==> config.mk <==
export PLATFORM = sky130hd
export DESIGN_NAME = sync_fifo_prog_flat
export DESIGN_NICKNAME = d
export VERILOG_FILES = /design/src/rtl/sync_fifo_prog_if.sv /design/src/rtl/sync_fifo_prog.sv /design/src/flat_wrapper.sv
export SDC_FILE = /design/constraint.sdc
export NUM_CORES = 1
export LEC_CHECK = 0
export ABC_AREA = 1
export CORE_MARGIN = 2
export CORE_UTILIZATION = 49
export CTS_BUF_LIST = sky130_fd_sc_hd__clkbuf_16
export CTS_CLUSTER_SIZE = 8
export DETAILED_ROUTE_END_ITERATION = 6
export PLACE_DENSITY = 0.74
export SYNTH_ARGS = -nofsm -noshare
export SYNTH_HDL_FRONTEND = slang
export SYNTH_SLANG_ARGS = --single-unit
==> constraint.sdc <==
create_clock -name clk -period 2.1 [get_ports clk]
set_input_delay 0.42 -clock clk [delete_from_list [all_inputs] [get_ports clk]]
set_output_delay 0.42 -clock clk [all_outputs]
set_load 0.05 [all_outputs]
==> src/rtl/sync_fifo_prog_if.sv <==
// Handshake/status bundle for sync_fifo_prog.
// Master drives write/read requests, flush and the programmable levels.
// Slave (the FIFO) returns data, occupancy, status flags and handshake pulses.
interface sync_fifo_prog_if #(
  parameter int FIFO_WIDTH = 16,
  parameter int FIFO_DEPTH = 8,
  parameter int CNT_W      = $clog2(FIFO_DEPTH + 1)
);
  logic                  flush;
  logic                  wr_en;
  logic [FIFO_WIDTH-1:0] data_in;
  logic                  rd_en;
  logic [CNT_W-1:0]      af_level;
  logic [CNT_W-1:0]      ae_level;
  logic [FIFO_WIDTH-1:0] data_out;
  logic [CNT_W-1:0]      count;
  logic                  full;
  logic                  almostfull;
  logic                  empty;
  logic                  almostempty;
  logic                  wr_ack;
  logic                  overflow;
  logic                  underflow;

  modport master (
    output flush, wr_en, data_in, rd_en, af_level, ae_level,
    input  data_out, count, full, almostfull, empty, almostempty,
           wr_ack, overflow, underflow
  );

  modport slave (
    input  flush, wr_en, data_in, rd_en, af_level, ae_level,
    output data_out, count, full, almostfull, empty, almostempty,
           wr_ack, overflow, underflow
  );
endinterface

==> src/rtl/sync_fifo_prog.sv <==
// Single-clock FIFO, arbitrary depth, programmable almost-full/empty, flush, std/FWFT read.
// Latency: write visible to reads 1 cycle after the write edge; std read data 1 cycle after rd_en edge.
// Backpressure: writes refused when full unless a read is accepted the same cycle; reads refused when empty.
// Ports: clk/rst_n plain; bus (slave modport) carries flush, wr_en/data_in, rd_en,
//   af_level/ae_level in and data_out, count, full/almostfull/empty/almostempty,
//   wr_ack/overflow/underflow (registered one-cycle pulses) out.
module sync_fifo_prog #(
  parameter int FIFO_WIDTH = 16,
  parameter int FIFO_DEPTH = 8,
  parameter bit FWFT       = 1'b0,
  parameter int CNT_W      = $clog2(FIFO_DEPTH + 1)
) (
  input  logic            clk,
  input  logic            rst_n,
  sync_fifo_prog_if.slave bus
);

  localparam int              PTR_W   = $clog2(FIFO_DEPTH);
  localparam logic [CNT_W-1:0] DEPTH_C = CNT_W'(FIFO_DEPTH);
  localparam logic [PTR_W-1:0] LAST_C  = PTR_W'(FIFO_DEPTH - 1);

  logic [FIFO_WIDTH-1:0] mem_q [FIFO_DEPTH];

  logic [PTR_W-1:0] wr_ptr_q, wr_ptr_d;
  logic [PTR_W-1:0] rd_ptr_q, rd_ptr_d;
  logic [CNT_W-1:0] count_q, count_d;
  logic             wr_ack_q, wr_ack_d;
  logic             overflow_q, overflow_d;
  logic             underflow_q, underflow_d;

  logic full, empty, wr_acc, rd_acc, mem_we;

  // Explicit wrap so non-power-of-two depths never index past the array.
  function automatic logic [PTR_W-1:0] ptr_inc(input logic [PTR_W-1:0] p);
    return (p == LAST_C) ? '0 : p + 1'b1;
  endfunction

  assign full   = (count_q == DEPTH_C);
  assign empty  = (count_q == '0);
  // Read acceptance only looks at registered occupancy: no write-to-read bypass.
  assign rd_acc = bus.rd_en & ~empty;
  // A full FIFO still takes a write when a read frees a slot in the same cycle.
  assign wr_acc = bus.wr_en & (~full | rd_acc);
  assign mem_we = wr_acc & ~bus.flush;

  always_comb begin
    wr_ptr_d    = wr_ptr_q;
    rd_ptr_d    = rd_ptr_q;
    count_d     = count_q;
    wr_ack_d    = wr_acc;
    overflow_d  = bus.wr_en & ~wr_acc;
    underflow_d = bus.rd_en & ~rd_acc;
    if (bus.flush) begin
      wr_ptr_d    = '0;
      rd_ptr_d    = '0;
      count_d     = '0;
      wr_ack_d    = 1'b0;
      overflow_d  = 1'b0;
      underflow_d = 1'b0;
    end else begin
      if (wr_acc) wr_ptr_d = ptr_inc(wr_ptr_q);
      if (rd_acc) rd_ptr_d = ptr_inc(rd_ptr_q);
      count_d = count_q + CNT_W'(wr_acc) - CNT_W'(rd_acc);
    end
  end

  always_ff @(posedge clk or negedge rst_n) begin
    if (!rst_n) begin
      wr_ptr_q    <= '0;
      rd_ptr_q    <= '0;
      count_q     <= '0;
      wr_ack_q    <= 1'b0;
      overflow_q  <= 1'b0;
      underflow_q <= 1'b0;
    end else begin
      wr_ptr_q    <= wr_ptr_d;
      rd_ptr_q    <= rd_ptr_d;
      count_q     <= count_d;
      wr_ack_q    <= wr_ack_d;
      overflow_q  <= overflow_d;
      underflow_q <= underflow_d;
    end
  end

  // Storage needs no reset: pointers/count define which entries are live.
  always_ff @(posedge clk) begin
    if (mem_we) mem_q[wr_ptr_q] <= bus.data_in;
  end

  generate
    if (FWFT) begin : g_fwft
      assign bus.data_out = empty ? '0 : mem_q[rd_ptr_q];
    end else begin : g_std
      logic [FIFO_WIDTH-1:0] dout_q;
      always_ff @(posedge clk or negedge rst_n) begin
        if (!rst_n)                   dout_q <= '0;
        else if (rd_acc && !bus.flush) dout_q <= mem_q[rd_ptr_q];
      end
      assign bus.data_out = dout_q;
    end
  endgenerate

  assign bus.count       = count_q;
  assign bus.full        = full;
  assign bus.empty       = empty;
  assign bus.almostfull  = (count_q >= bus.af_level) & ~full;
  assign bus.almostempty = (count_q <= bus.ae_level) & ~empty;
  assign bus.wr_ack      = wr_ack_q;
  assign bus.overflow    = overflow_q;
  assign bus.underflow   = underflow_q;

endmodule

==> src/flat_wrapper.sv <==
// flat-port wrapper written by rule: the top's interface ports become plain ports
module sync_fifo_prog_flat 
#(
  parameter int FIFO_WIDTH = 16,
  parameter int FIFO_DEPTH = 8,
  parameter bit FWFT       = 1'b0,
  parameter int CNT_W      = $clog2(FIFO_DEPTH + 1)
)
  (clk, rst_n, bus_flush, bus_wr_en, bus_data_in, bus_rd_en, bus_af_level, bus_ae_level, bus_data_out, bus_count, bus_full, bus_almostfull, bus_empty, bus_almostempty, bus_wr_ack, bus_overflow, bus_underflow);
  sync_fifo_prog_if #(.FIFO_WIDTH(FIFO_WIDTH), .FIFO_DEPTH(FIFO_DEPTH), .CNT_W(CNT_W)) bus_i ();
  input  logic clk;
  input  logic rst_n;
  input wire logic [$bits(bus_i.flush)-1:0] bus_flush;
  input wire logic [$bits(bus_i.wr_en)-1:0] bus_wr_en;
  input wire logic [$bits(bus_i.data_in)-1:0] bus_data_in;
  input wire logic [$bits(bus_i.rd_en)-1:0] bus_rd_en;
  input wire logic [$bits(bus_i.af_level)-1:0] bus_af_level;
  input wire logic [$bits(bus_i.ae_level)-1:0] bus_ae_level;
  output wire logic [$bits(bus_i.data_out)-1:0] bus_data_out;
  output wire logic [$bits(bus_i.count)-1:0] bus_count;
  output wire logic [$bits(bus_i.full)-1:0] bus_full;
  output wire logic [$bits(bus_i.almostfull)-1:0] bus_almostfull;
  output wire logic [$bits(bus_i.empty)-1:0] bus_empty;
  output wire logic [$bits(bus_i.almostempty)-1:0] bus_almostempty;
  output wire logic [$bits(bus_i.wr_ack)-1:0] bus_wr_ack;
  output wire logic [$bits(bus_i.overflow)-1:0] bus_overflow;
  output wire logic [$bits(bus_i.underflow)-1:0] bus_underflow;
  assign bus_i.flush = bus_flush;
  assign bus_i.wr_en = bus_wr_en;
  assign bus_i.data_in = bus_data_in;
  assign bus_i.rd_en = bus_rd_en;
  assign bus_i.af_level = bus_af_level;
  assign bus_i.ae_level = bus_ae_level;
  assign bus_data_out = bus_i.data_out;
  assign bus_count = bus_i.count;
  assign bus_full = bus_i.full;
  assign bus_almostfull = bus_i.almostfull;
  assign bus_empty = bus_i.empty;
  assign bus_almostempty = bus_i.almostempty;
  assign bus_wr_ack = bus_i.wr_ack;
  assign bus_overflow = bus_i.overflow;
  assign bus_underflow = bus_i.underflow;
  sync_fifo_prog #(.FIFO_WIDTH(FIFO_WIDTH), .FIFO_DEPTH(FIFO_DEPTH), .FWFT(FWFT), .CNT_W(CNT_W)) u_core (.clk(clk), .rst_n(rst_n), .bus(bus_i));
endmodule
# == Word level (Yosys, flattened, before mapping) ==
# Memory sizes are Yosys's and may differ from the RTL's. A register that Yosys moved wholly into a read port is not among the register bits.
# Index checks and enable logic that the tools add are counted.
# W data, S select, Z words.
# op_classes
n_eq_ne,3
order_cmp,2
mux,12
add_sub_neg,4
bitwise_logic,13
reduce_logical,6
# ops
cell,n
$mux W3,6
$and A1 B1 Y1,7
$add A3 B1 Y3 const B,2
$eq A3 B3 Y1 const B,2
$mux W1,5
$not A1 Y1,5
$add A4 B1 Y4,1
$eq A4 B4 Y1 const B,1
$ge A4 B4 Y1,1
$le A4 B4 Y1,1
$logic_not A4 Y1,1
$mux W4,1
$reduce_bool A2 Y1,2
$sub A4 B1 Y4,1
$logic_not A1 Y1,2
$logic_and A1 B1 Y1,1
$or A1 B1 Y1,1
# totals
out_inout_bits,27
in_bits,29
ramBits,128
reg_bits,13
elab_cells,47
n_memories,1
# memory_table
name,words,width,rd,rd_clocked_by_memory_dff,write_ports,line_no,text
u_core.mem_q,8,16,1,1,1,sync_fifo_prog.sv:22,logic [FIFO_WIDTH-1:0] mem_q [FIFO_DEPTH];

# == Logic depth before layout (Yosys ltp) ==
# Gate-level depths: netlist of the first run.
# logic_depth
word_depth,8
ltp_mapped,13
depth_no_buf,13

# == Worst setup path after synthesis of the first run ==
# OpenSTA, ideal clock, no wires.
# synth_timing
kind,register to register
from,"register u_core.count_q[3], in the netlist u_core.bus.count[3]"
to,"register u_core.count_q[2], in the netlist u_core.bus.count[2]"
setup_time_ps,119
t_required_ps,1981
path_buffers,0
arrival_time_ps,2764
path_stages_with_launch,10
synth_period_minus_slack_ps,2883
path_slack_ps,-783
path_cell_list,dfrtp_1 ha_1 nor3b_2 nand2_2 nand2_1 inv_1 ha_1 fa_1 xnor2_1 nor2_1
# synth_between
word_cells_on_any_way,10
classes_between,add/sub: 2; eq/ne: 1; mux: 1; bitwise: 5; reduce/logical: 1
# synth_rtl
element,line_no,text
from (decl),sync_fifo_prog.sv:26,"logic [CNT_W-1:0] count_q, count_d;"
from (signal assigned),sync_fifo_prog.sv:78,count_q <= count_d;
$eq A4 B4 Y1,sync_fifo_prog.sv:38,assign full = (count_q == DEPTH_C);
via bus_full,flat_wrapper.sv:21,output wire logic [$bits(bus_i.full)-1:0] bus_full;
$not A1 Y1,sync_fifo_prog.sv:43,assign wr_acc = bus.wr_en & (~full | rd_acc);
$or A1 B1 Y1,sync_fifo_prog.sv:43,
$and A1 B1 Y1,sync_fifo_prog.sv:43,
$add A4 B1 Y4,sync_fifo_prog.sv:63,count_d = count_q + CNT_W'(wr_acc) - CNT_W'(rd_acc);
$sub A4 B1 Y4,sync_fifo_prog.sv:63,
$mux W4,sync_fifo_prog.sv:53,if (bus.flush) begin
via u_core.count_d[2],sync_fifo_prog.sv:26,
# The timed path passes the listed nets, and every way through them passes these cells.
# A chain may end at the register's enable or synchronous reset.

# == Worst setup path after layout of the first run ==
# layout_timing
from,"register u_core.count_q[1], in the netlist u_core.bus.count[1]"
to,output port bus_almostfull
# layout_between
elab_chain_len,3
word_cells_on_any_way,4
classes_between,order compare: 1; eq/ne: 1; bitwise: 2
# layout_rtl
element,line_no,text
branches (longest 2 deep; another with $ge A4 B4 Y1),--,
$and A1 B1 Y1 (*),sync_fifo_prog.sv:106,assign bus.almostfull = (count_q >= bus.af_level) & ~full;
to (decl),flat_wrapper.sv:22,output wire logic [$bits(bus_i.almostfull)-1:0] bus_almostfull;
# Mark *: on every way between the ends.

==> results of run 1 <==
## worst max path at each step
stage                                   start                  end  slack [ns]  cells after the start
after floorplan           u_core.bus.count[2]  u_core.bus.count[1]       -0.39                     10
final                     u_core.bus.count[1]       bus_almostfull       -0.08                      8
after global routing      u_core.bus.count[3]       bus_almostfull       -0.13                      7
after detailed placement      bus_ae_level[3]      bus_almostempty       -0.19                      7
after CTS                 u_core.bus.count[1]       bus_almostfull       -0.10                      8
after global placement        bus_ae_level[3]      bus_almostempty       -0.13                      7
## cell families (layout without fill, tap and decap cells)
family,Yosys count,after routing,share of synthesized area (%)
AO/OA/AOI/OAI,11,11,0.8262
flip-flops,157,157,65.60
adder cells (fa/ha/maj),18,18,3.341
AND/OR/NAND/NOR,345,345,21.20
XOR/XNOR,1,1,0.1258
buffers and inverters,154,255,8.910
## cell type report
class	count	area, µm²	share of cell area (%)
Inverter	127	476.7	5.397
Clock buffer	17	425.4	4.817
Multi-Input combinational cell	375	1966	22.26
Clock inverter	15	192.7	2.182
Timing Repair Buffer	96	972.2	11.01
Tap cell	180	225.2	2.550
Sequential cell	157	4574	51.79
## where the power goes
group	internal (mW)	switching (mW)	total (mW)
Sequential	3.65	0.228	3.88
Combinational	1.40	2.31	3.71
Clock	1.98	1.20	3.18
Total	7.03	3.74	10.8
## per-layer routing
metal	global-route usage [%]	wire, µm	part of all wire (%)
met1	25.60	6351	41
met2	35.92	7743	50
met3	5.258	1022	6.6
met4	11.36	485	3.1
met5	0	0	0
## stage by stage
stage	util, %	hold WS (ns)	worst slack (ns)	setup TNS (ns)	area [µm²]
finish	63.63	0.4159	-0.07973	-0.1649	8832
global route	63.63	0.4675	-0.1299	-0.3740	8832
global placement	57.63	0.4633	-0.1258	-0.1678	7999
CTS	62.58	0.4244	-0.1025	-0.1276	8687
detailed placement	57.63	0.4654	-0.1870	-1.005	7999
floorplan	-	0.1244	-0.3893	-28.48	7018
## sequential cells by signal (all words and copies together), names as in the netlist
signal                count
u_core.bus.count          4
u_core.bus.data_out      16
u_core.bus.overflow       1
u_core.bus.underflow      1
u_core.bus.wr_ack         1
u_core.mem_q            128
u_core.rd_ptr_q           3
u_core.wr_ptr_q           3
## cell usage in the layout (no fill, tap or decap), types with 10 or more instances in the layout
cell type / count
buf_12: 10
buf_4: 35
clkbuf_16: 17
clkdlybuf4s50_1: 45
dfrtp_1: 25
edfxtp_1: 128
ha_1: 10
inv_1: 112
inv_2: 15
nand2_1: 204
nand3_1: 108
nor2_1: 12
## timing repair
item | 4_1_cts | 5_1_grt
pin swaps | 10 | 12
resized for setup | 17 | 20
setup buffers | 3 | 5
hold buffers | 0 | 0
setup endpoints to repair | 6 | 25
==> metrics, run 1 <==
final worst slack=-0.07973 ns; clk slew on worst S/H paths=0.06 ns; post-synthesis average cell area=10.15 µm²; initial DRC count=362; final setup vio count=4; CP bufs+invs=3; first-pass GRT wire length=24160 µm; Die Ht=123.2 µm; PD cells=1219 nW/µm²; total grt overflow=0; CTS tree=done; Seq/Total Area, Yosys=65.60%; NumNets Final=821; clk_lat worst skew=0.43 ns; critical path's top delay family=flip-flops; Yosys top cell area share=55.18%; Max Transition Viols Final=0; Leakage Power=3.900 nW; FF-to-FF setup slack=-0.03 ns; synthesized area=6965 µm²; synthesis warning total=0; DRT Wirelength=15600 µm; TritonCTS buffer count=17; vias per cell=5.123; Max Fclk=458.8 MHz; required time of the worst setup path=1.68 ns; largest cells by area after synthesis=edfxtp_1 (55%), nand2_1 (11%), dfrtp_1 (10%), nand3_1 (7.9%), inv_1 (6.4%); IO Port Bufs=55; Tcrit/Tclk final=103.8%; crit path time final=2.180 ns; Root Driver=clkbuf_16; wire per inst=16.14 µm; GRT Total Usage=21.45%; worst r2r src=u_core.bus.count[2]; cells after synthesis=686; Max-Slew Margin vs Limit=56.25%; peak supply drop=0.6665 mV; class of the worst hold path=primary input to async pin; die area=15180 µm²; Die Wd=123.2 µm; CP arrival=1.76 ns; Initial Util=50.18%; routability cong.=0.8193; CP max FO=4; DRC violations left=0; RSZ-0062 raised after global routing=yes; Max Cap Viol=0; crit-path cells=ha_4, inv_2, o21bai_4, nand3_2, nand3_2, nand2_2, inv_2, buf_12; asr flop ratio synth=18.47%; Core Box Area=13880 µm²; Fill cells=1052; Hold Vio Cnt, Final=0; DP HPWL=9758 µm; largest net degree at the start of global routing=52; Reg-to-Reg End=u_core.bus.count[1]; number of flops mapped to enable cells by yosys=128; First-pass DRT Iterations=7; initial antenna violation count=0; Design Power=10.76 mW; Worst-Margin Slew=0.6554 ns; vias in the first global route=5018; Fin Clk Skew=0.006529 ns; num ports=56; Layout Cells excl Fill=967; Syn-to-layout area delta=26.80%; Worst setup SP type=flop; crit path max-delay cell type=dfrtp_2; Critical Path Sink Type=primary output; Main synth FF type=edfxtp_1; share of layout cells above drive strength 1=16.01%; count leader, synth=nand2_1; largest area contributor in the netlist=edfxtp_1; post-route ant nets=0; syn_nets=733; placed cells=927; clk sinks=157; Synth top cells by count=nand2_1 (207), edfxtp_1 (128), inv_1 (118); H-tree levels=4; Yosys cell types=25; vias=4954; outcome=finished with violations; row count=43; peak per-stage delay on the critical path=0.46 ns; Clock Path Buffers=2; failing checks=negative setup slack; Crit Path Class=flop to primary output; Worst R2R Path Depth=11; antenna cells=0; Synth Register Bits=157
Note: power is estimated with default switching activity, not from simulation.
==> run 2, diff against run 1 <==
- HOLD_SLACK_MARGIN: not set -> 0.12
==> results of run 2 <==
Final layout, timing and power as in run 1 (identical DEF).
